===== config.mk =====
export PLATFORM = sky130hd
export DESIGN_NAME = fifo_rd_stream_adapter
export DESIGN_NICKNAME = d
export VERILOG_FILES = /design/src/rtl/fifo_pkg.sv /design/src/rtl/rd_skid_buf2.sv /design/src/rtl/fifo_rd_stream_adapter.sv
export SDC_FILE = /design/constraint.sdc
export NUM_CORES = 1
export LEC_CHECK = 0
export CAP_MARGIN = 15
export CELL_PAD_IN_SITES_DETAIL_PLACEMENT = 1
export CELL_PAD_IN_SITES_GLOBAL_PLACEMENT = 1
export CORE_ASPECT_RATIO = 1.75
export CORE_UTILIZATION = 41
export DETAILED_ROUTE_END_ITERATION = 6
export PLACE_DENSITY = 0.83
export SETUP_SLACK_MARGIN = 0.02
export SLEW_MARGIN = 20
export SYNTH_ARGS = -nofsm -noshare
export SYNTH_HDL_FRONTEND = slang
export SYNTH_SLANG_ARGS = --single-unit

===== constraint.sdc =====
create_clock -name rclk -period 4.4 [get_ports rclk]
set_input_delay 0.88 -clock rclk [delete_from_list [all_inputs] [get_ports rclk]]
set_output_delay 0.88 -clock rclk [all_outputs]
set_load 0.005 [all_outputs]

===== src/rtl/fifo_pkg.sv =====
// Shared types and defaults for the async FIFO read-side blocks.
// Optional FIFO_RD_STAT_EN statistics use STAT_W and sat_add.
package fifo_pkg;

    localparam int unsigned DATA_SIZE_DEF = 12;
    localparam int unsigned ADDR_SIZE_DEF = 4;
    localparam int unsigned STAT_W        = 16;

    typedef enum logic [1:0] {
        StIdle,
        StRun,
        StFlush,
        StDone
    } rd_state_e;

    function automatic logic [STAT_W-1:0] sat_add(input logic [STAT_W-1:0] a,
                                                  input logic [1:0]        inc);
        logic [STAT_W:0] sum;
        sum = {1'b0, a} + {{(STAT_W - 1){1'b0}}, inc};
        return sum[STAT_W] ? {STAT_W{1'b1}} : sum[STAT_W-1:0];
    endfunction

endpackage


===== src/rtl/rd_skid_buf2.sv =====
// Two-entry in-order buffer: entry 0 is always the head, clear_i overrides push/pop.
module rd_skid_buf2
    import fifo_pkg::*;
#(
    parameter int unsigned Width = DATA_SIZE_DEF
) (
    input  logic             clk_i,
    input  logic             rst_i,
    input  logic             clear_i,
    input  logic             push_i,
    input  logic [Width-1:0] push_data_i,
    input  logic             pop_i,
    output logic [Width-1:0] head_o,
    output logic [1:0]       occ_o
);

    logic [Width-1:0] e0_q, e0_d;
    logic [Width-1:0] e1_q, e1_d;
    logic [1:0]       occ_q, occ_d;

    always_comb begin
        e0_d  = e0_q;
        e1_d  = e1_q;
        occ_d = occ_q;
        if (clear_i) begin
            occ_d = 2'd0;
        end else begin
            case ({push_i, pop_i})
                2'b10: begin
                    if (occ_q == 2'd0) begin
                        e0_d = push_data_i;
                    end else begin
                        e1_d = push_data_i;
                    end
                    occ_d = occ_q + 2'd1;
                end
                2'b01: begin
                    e0_d  = e1_q;
                    occ_d = occ_q - 2'd1;
                end
                2'b11: begin
                    // Occupancy unchanged; the incoming word lands behind whatever remains.
                    if (occ_q == 2'd2) begin
                        e0_d = e1_q;
                        e1_d = push_data_i;
                    end else begin
                        e0_d = push_data_i;
                    end
                end
                default: ;
            endcase
        end
    end

    always_ff @(posedge clk_i) begin
        if (rst_i) begin
            e0_q  <= '0;
            e1_q  <= '0;
            occ_q <= 2'd0;
        end else begin
            e0_q  <= e0_d;
            e1_q  <= e1_d;
            occ_q <= occ_d;
        end
    end

    assign head_o = e0_q;
    assign occ_o  = occ_q;

endmodule


===== src/rtl/fifo_rd_stream_adapter.sv =====
// Async FIFO read port to valid/ready stream with enable gate and flush engine.
// Define FIFO_RD_STAT_EN to add the rd_words / drop_words counters.
module fifo_rd_stream_adapter
    import fifo_pkg::*;
#(
    parameter int unsigned DATA_SIZE = DATA_SIZE_DEF
) (
    input  logic                 rclk,
    input  logic                 rrst,
    input  logic                 enable,
    input  logic                 flush_req,
    output logic                 flush_done,
    input  logic                 rEmpty,
    output logic                 rinc,
    input  logic [DATA_SIZE-1:0] rData,
    output logic                 m_valid,
    input  logic                 m_ready,
    output logic [DATA_SIZE-1:0] m_data
`ifdef FIFO_RD_STAT_EN
    ,
    output logic [STAT_W-1:0]    rd_words,
    output logic [STAT_W-1:0]    drop_words
`endif
);

    rd_state_e            state_q;
    logic                 inflight_q;
    logic                 flush_armed_q;
    logic                 flush_done_q;

    logic [1:0]           occ;
    logic [DATA_SIZE-1:0] head;
    logic                 in_stream;
    logic                 pop_out;
    logic                 flush_start;
    logic                 buf_push;
    logic [2:0]           committed;

    assign in_stream   = (state_q == StIdle) || (state_q == StRun);
    assign m_valid     = in_stream && (occ != 2'd0);
    assign m_data      = head;
    assign pop_out     = m_valid && m_ready;
    assign flush_start = in_stream && flush_req && flush_armed_q;
    // A word landing in the flush-entry cycle is discarded together with the buffer.
    assign buf_push    = inflight_q && in_stream && !flush_start;
    assign committed   = {1'b0, occ} + {2'b00, inflight_q} - {2'b00, pop_out};
    assign flush_done  = flush_done_q;

    always_comb begin
        rinc = 1'b0;
        unique case (state_q)
            StRun:   rinc = !rEmpty && (committed <= 3'd1);
            StFlush: rinc = !rEmpty;
            default: rinc = 1'b0;
        endcase
    end

    rd_skid_buf2 #(
        .Width (DATA_SIZE)
    ) u_buf (
        .clk_i       (rclk),
        .rst_i       (rrst),
        .clear_i     (flush_start),
        .push_i      (buf_push),
        .push_data_i (rData),
        .pop_i       (pop_out),
        .head_o      (head),
        .occ_o       (occ)
    );

    always_ff @(posedge rclk) begin
        if (rrst) begin
            state_q       <= StIdle;
            inflight_q    <= 1'b0;
            flush_armed_q <= 1'b1;
            flush_done_q  <= 1'b0;
        end else begin
            inflight_q   <= rinc;
            flush_done_q <= 1'b0;
            // A new flush needs flush_req to have been seen low since the last one.
            if (!flush_req) begin
                flush_armed_q <= 1'b1;
            end
            unique case (state_q)
                StIdle: begin
                    if (flush_start) begin
                        state_q       <= StFlush;
                        flush_armed_q <= 1'b0;
                    end else if (enable) begin
                        state_q <= StRun;
                    end
                end
                StRun: begin
                    if (flush_start) begin
                        state_q       <= StFlush;
                        flush_armed_q <= 1'b0;
                    end else if (!enable) begin
                        state_q <= StIdle;
                    end
                end
                StFlush: begin
                    if (rEmpty && !inflight_q) begin
                        state_q      <= StDone;
                        flush_done_q <= 1'b1;
                    end
                end
                StDone: begin
                    state_q <= StIdle;
                end
                default: state_q <= StIdle;
            endcase
        end
    end

`ifdef FIFO_RD_STAT_EN
    logic [1:0]        drop_inc;
    logic [STAT_W-1:0] rd_words_q;
    logic [STAT_W-1:0] drop_words_q;

    always_comb begin
        drop_inc = 2'd0;
        if (flush_start) begin
            drop_inc = occ - {1'b0, pop_out} + {1'b0, inflight_q};
        end else if ((state_q == StFlush) && inflight_q) begin
            drop_inc = 2'd1;
        end
    end

    always_ff @(posedge rclk) begin
        if (rrst) begin
            rd_words_q   <= '0;
            drop_words_q <= '0;
        end else begin
            rd_words_q   <= sat_add(rd_words_q, {1'b0, pop_out});
            drop_words_q <= sat_add(drop_words_q, drop_inc);
        end
    end

    assign rd_words   = rd_words_q;
    assign drop_words = drop_words_q;
`else
    // Statistics counters are not built.
`endif

endmodule


==> tab_implementation.tex, run 1 <==
\begin{tabular}{lr}
\hline
Metric & Value \\
\hline
\multicolumn{2}{l}{\textbf{Floorplanning}} \\
\quad Die height & 85.7 um \\
\quad Total Die Area & 4270 um\^{}2 \\
\quad I/O pin count & 33 \\
\quad Horizontal die dimension & 49.8 um \\
\quad Effective utilization at floorplan & 0.424 \\
\quad Number of cell rows & 30 \\
\quad Area of the core & 3870 um\^{}2 \\
\multicolumn{2}{l}{\textbf{Clocking}} \\
\quad Sinks on the clock net & 31 \\
\quad CTS Buf Count & 5 \\
\quad Library cell used as clock root buffer & sky130\_fd\_sc\_hd\_\_clkbuf\_8 \\
\quad TritonCTS clock tree & done \\
\quad \# Post-CTS Setup Buffers & 0 \\
\quad Clock buffer depth & 2 \\
\quad Number of cells upsized or downsized after cts & 0 \\
\quad Maximum level of the CTS H-tree & 2 \\
\quad Hold\_buf cts & 0 \\
\quad Insertion delay of the later-clocked pin in the worst-skew pair & 0.28 ns \\
\quad Clock-pin slew on the worst setup and hold paths & 0.06 ns \\
\multicolumn{2}{l}{\textbf{Global route}} \\
\quad Via count of the first global-routing pass & 1,539 \\
\quad Largest net degree at the start of global routing & 32 \\
\quad Total global-route track usage & 0.222 \\
\quad Antenna violations before repair & 0 \\
\quad Global route total overflow & 0 \\
\quad Wire length of the first global-routing pass & 7.18 mm \\
\multicolumn{2}{l}{\textbf{Synth}} \\
\quad Synthesized netlist net count & 206 \\
\quad Synthesized flop and latch total & 31 \\
\quad Cell count after synthesis & 182 \\
\quad Yosys warns & 0 \\
\quad Post-synth top flop & sky130\_fd\_sc\_hd\_\_dfxtp\_1 \\
\quad Post-Syn Area & 1640 um\^{}2 \\
\quad Post-synthesis area per instance & 9.01 um\^{}2 \\
\quad Fraction of the yosys area taken by sequential cells & 0.378 \\
\quad Post-synth EDFFs & 0 \\
\quad Count of different cell masters after synthesis & 39 \\
\quad Async set-or-reset flop fraction in the synthesized netlist & 0 \\
\multicolumn{2}{l}{\textbf{Placed design}} \\
\quad Detail Placement HPWL & 3.09 mm \\
\quad Port Buffer Count & 32 \\
\quad Placement-stage worst setup slack & 0.0319 ns \\
\quad Final RePlAce weighted congestion & 0.778 \\
\multicolumn{2}{l}{\textbf{Timing}} \\
\quad Fin. Hold Viols & 0 \\
\quad Setup violations, final & 0 \\
\quad Clock period minus worst slack & 4.21 ns \\
\quad Slew Limit Headroom & 0.528 \\
\quad Clock Skew & 0.00394 ns \\
\quad Unrepaired setup endpoints after global routing & no \\
\quad Final cycle utilization of the critical path & 0.957 \\
\quad Total negative slack & 0 ns \\
\quad Maximum achievable frequency & 238 MHz \\
\quad Max Slew Vio Count & 0 \\
\quad PnR worst setup slack & 0.190 ns \\
\quad Slew of the pin with the lowest slew margin & 0.708 ns \\
\multicolumn{2}{l}{\textbf{Drt}} \\
\quad Drt pass-1 iters & 6 \\
\quad Detailed-route vias per instance & 5.56 \\
\quad DR WL/cell & 16.6 um \\
\quad DRC violation count after routing & 1 \\
\quad Remaining antenna violation count after routing & 0 \\
\quad Total via count in the routed design & 1,439 \\
\quad Detailed Route Iter0 Violations & 23 \\
\quad Routed WL & 4.31 mm \\
\multicolumn{2}{l}{\textbf{Status}} \\
\quad Result of the run & finished with violations \\
\quad Violated checks & design-rule violations \\
\multicolumn{2}{l}{\textbf{Critical path}} \\
\quad R2R cell count & 11 \\
\quad Req. time, crit path & 3.52 ns \\
\quad Beginning of the critical path & m\_ready \\
\quad Critical Path AT & 3.33 ns \\
\quad Top fanout value on the critical path & 3 \\
\quad Crit. End Element & output pin \\
\quad Worst reg2reg startpoint & state\_q[0]\$\_SDFFE\_PP0P\_ \\
\quad Launching element type of the critical path & primary input \\
\quad Type of the worst setup path & primary input to output pin \\
\quad R2R Setup Slk & 1.92 ns \\
\multicolumn{2}{l}{\textbf{Final layout}} \\
\quad Count of fill cells added during filler insertion & 472 \\
\quad Signed area change from the synthesized netlist to the final layout & 26.4\% \\
\quad Number of antenna cells inserted & 0 \\
\quad \# nets final & 234 \\
\quad Most common cell after layout, fill and taps aside & sky130\_fd\_sc\_hd\_\_nor2\_1 \\
\quad Most used cells in the layout excluding fill and tap cells & sky130\_fd\_sc\_hd\_\_nor2\_1 (33), sky130\_fd\_sc\_hd\_\_dfxtp\_1 (31), sky130\_fd\_sc\_hd\_\_clkdlybuf4s50\_1 (31) \\
\quad Fin util & 0.536 \\
\quad Share of final-layout standard cells stronger than drive strength 1 & 0.0806 \\
\multicolumn{2}{l}{\textbf{Power}} \\
\quad Clock power share & 0.317 \\
\quad Combinational share of power & 0.281 \\
\quad Power density normalized to cell area & 383 nW/um\^{}2 \\
\quad Sw power & 246 uW \\
\quad Seq pwr share & 0.403 \\
\quad Lkg Pwr & 0.000802 uW \\
\quad Highest ir drop seen on vdd & 0.267 mV \\
\quad Switch share & 0.310 \\
\quad Internal power summed over all cells & 548 uW \\
\multicolumn{2}{l}{\textbf{Hold path}} \\
\quad Path category of the worst min-delay check & register to register \\
\quad Worst hold start & u\_buf.head\_o[3]\$\_SDFFE\_PP0P\_ \\
\quad Cell depth of the worst hold path & 2 \\
\multicolumn{2}{l}{\textbf{Run}} \\
\quad Max-capacitance violation count & 0 \\
\hline
\end{tabular}
worst max-delay path, cell delays in order:
cell and delay [ns]:
sky130_fd_sc_hd__clkdlybuf4s50_1 0.54, sky130_fd_sc_hd__o221ai_2 0.15, sky130_fd_sc_hd__xnor2_2 0.20, sky130_fd_sc_hd__ha_1 0.17, sky130_fd_sc_hd__inv_1 0.05, sky130_fd_sc_hd__fa_1 0.37, sky130_fd_sc_hd__xnor2_1 0.14, sky130_fd_sc_hd__a31oi_1 0.11
sky130_fd_sc_hd__nor3b_2 0.19, sky130_fd_sc_hd__clkdlybuf4s50_1 0.52
Yosys cell counts, types with 2 or more instances:
cell type	n	area share
sky130_fd_sc_hd__nand2_1	9	0.021
sky130_fd_sc_hd__nor2_1	33	0.076
sky130_fd_sc_hd__nand2b_1	3	0.011
sky130_fd_sc_hd__nand3_1	5	0.015
sky130_fd_sc_hd__clkbuf_1	4	0.0092
sky130_fd_sc_hd__a21o_1	4	0.018
sky130_fd_sc_hd__nor2b_1	3	0.011
sky130_fd_sc_hd__nor3b_1	3	0.014
sky130_fd_sc_hd__dfxtp_1	31	0.38
sky130_fd_sc_hd__a21oi_1	2	0.0061
sky130_fd_sc_hd__nand3b_1	2	0.0092
sky130_fd_sc_hd__inv_1	5	0.011
sky130_fd_sc_hd__a211oi_1	13	0.059
sky130_fd_sc_hd__mux2i_1	21	0.13
sky130_fd_sc_hd__buf_4	2	0.0092
sky130_fd_sc_hd__buf_2	5	0.015
sky130_fd_sc_hd__ha_1	5	0.038
sky130_fd_sc_hd__o22ai_1	4	0.015
sky130_fd_sc_hd__o21a_1	3	0.014
sky130_fd_sc_hd__xnor2_1	2	0.011
sky130_fd_sc_hd__nor3_1	5	0.015
state kept, by name, summed over array words and instances (netlist names):
signal and count:
u_buf.e1_q 12, u_buf.head_o 12, state_q 2, u_buf.occ_o 2, flush_armed_q 1, flush_done 1
inflight_q 1
routing by layer:
layer | up-vias | track usage | wire length, um
met2 | 33 | 0.423 | 2390
met5 | - | 0 | 0
li1 | 699 | - | -
met3 | 9 | 0.0426 | 116
met4 | 0 | 0.101 | 80
met1 | 698 | 0.225 | 1720
metrics by stage:
stage	cell area, um^2	hold slack, ns	std cells	power, uW
floorplan	1640	0.459	182	471
global placement	1960	0.476	251	539
detailed placement	1960	0.491	251	548
CTS	2070	0.505	259	803
global route	2070	0.525	259	841
finish	2070	0.501	259	794
final timing paths:
| kind | end |
|---|---|
| worst max register to register | inflight_q$_SDFF_PP0_ |
| worst max-delay path | rinc |
| worst min register to register | u_buf.head_o[3]$_SDFFE_PP0P_ |
| worst min-delay path | u_buf.head_o[3]$_SDFFE_PP0P_ |
kinds of logic after synthesis:
family / Yosys count / share of synthesized area
xor gates and xnor gates: 3 / 0.0160
adders and majority gates: 6 / 0.0503
and+or+nand+nor: 65 / 0.180
AOI/OAI and AO/OA: 38 / 0.188
buffers and inverters: 17 / 0.0519
muxes: 22 / 0.135
DFF: 31 / 0.378
layout make-up:
class | instances | area (um^2) | share of cell area
inverters | 5 | 18.8 | 0.00905
clock inverters | 1 | 7.51 | 0.00362
multi-input cells | 134 | 947 | 0.457
repair buffers | 33 | 323 | 0.156
flip-flops and latches | 31 | 621 | 0.299
well taps | 48 | 60.1 | 0.0290
clock buffers | 7 | 96.3 | 0.0465
power by group through the flow:
stage                     combinational [uW]  clock, uW  sequential (uW)
final                                    223        251              319
after global routing                     247        270              323
after CTS                                223        260              320
after detailed placement                 222          0              326
after global placement                   215          0              324
after floorplan                          152          0              319
Power figures use the tool's default switching activity.
==> run 2: changes to the inputs <==
CTS_CLUSTER_SIZE = 25   (was not set)
==> results of run 2 <==
Final layout, timing and power as in run 1 (identical DEF).
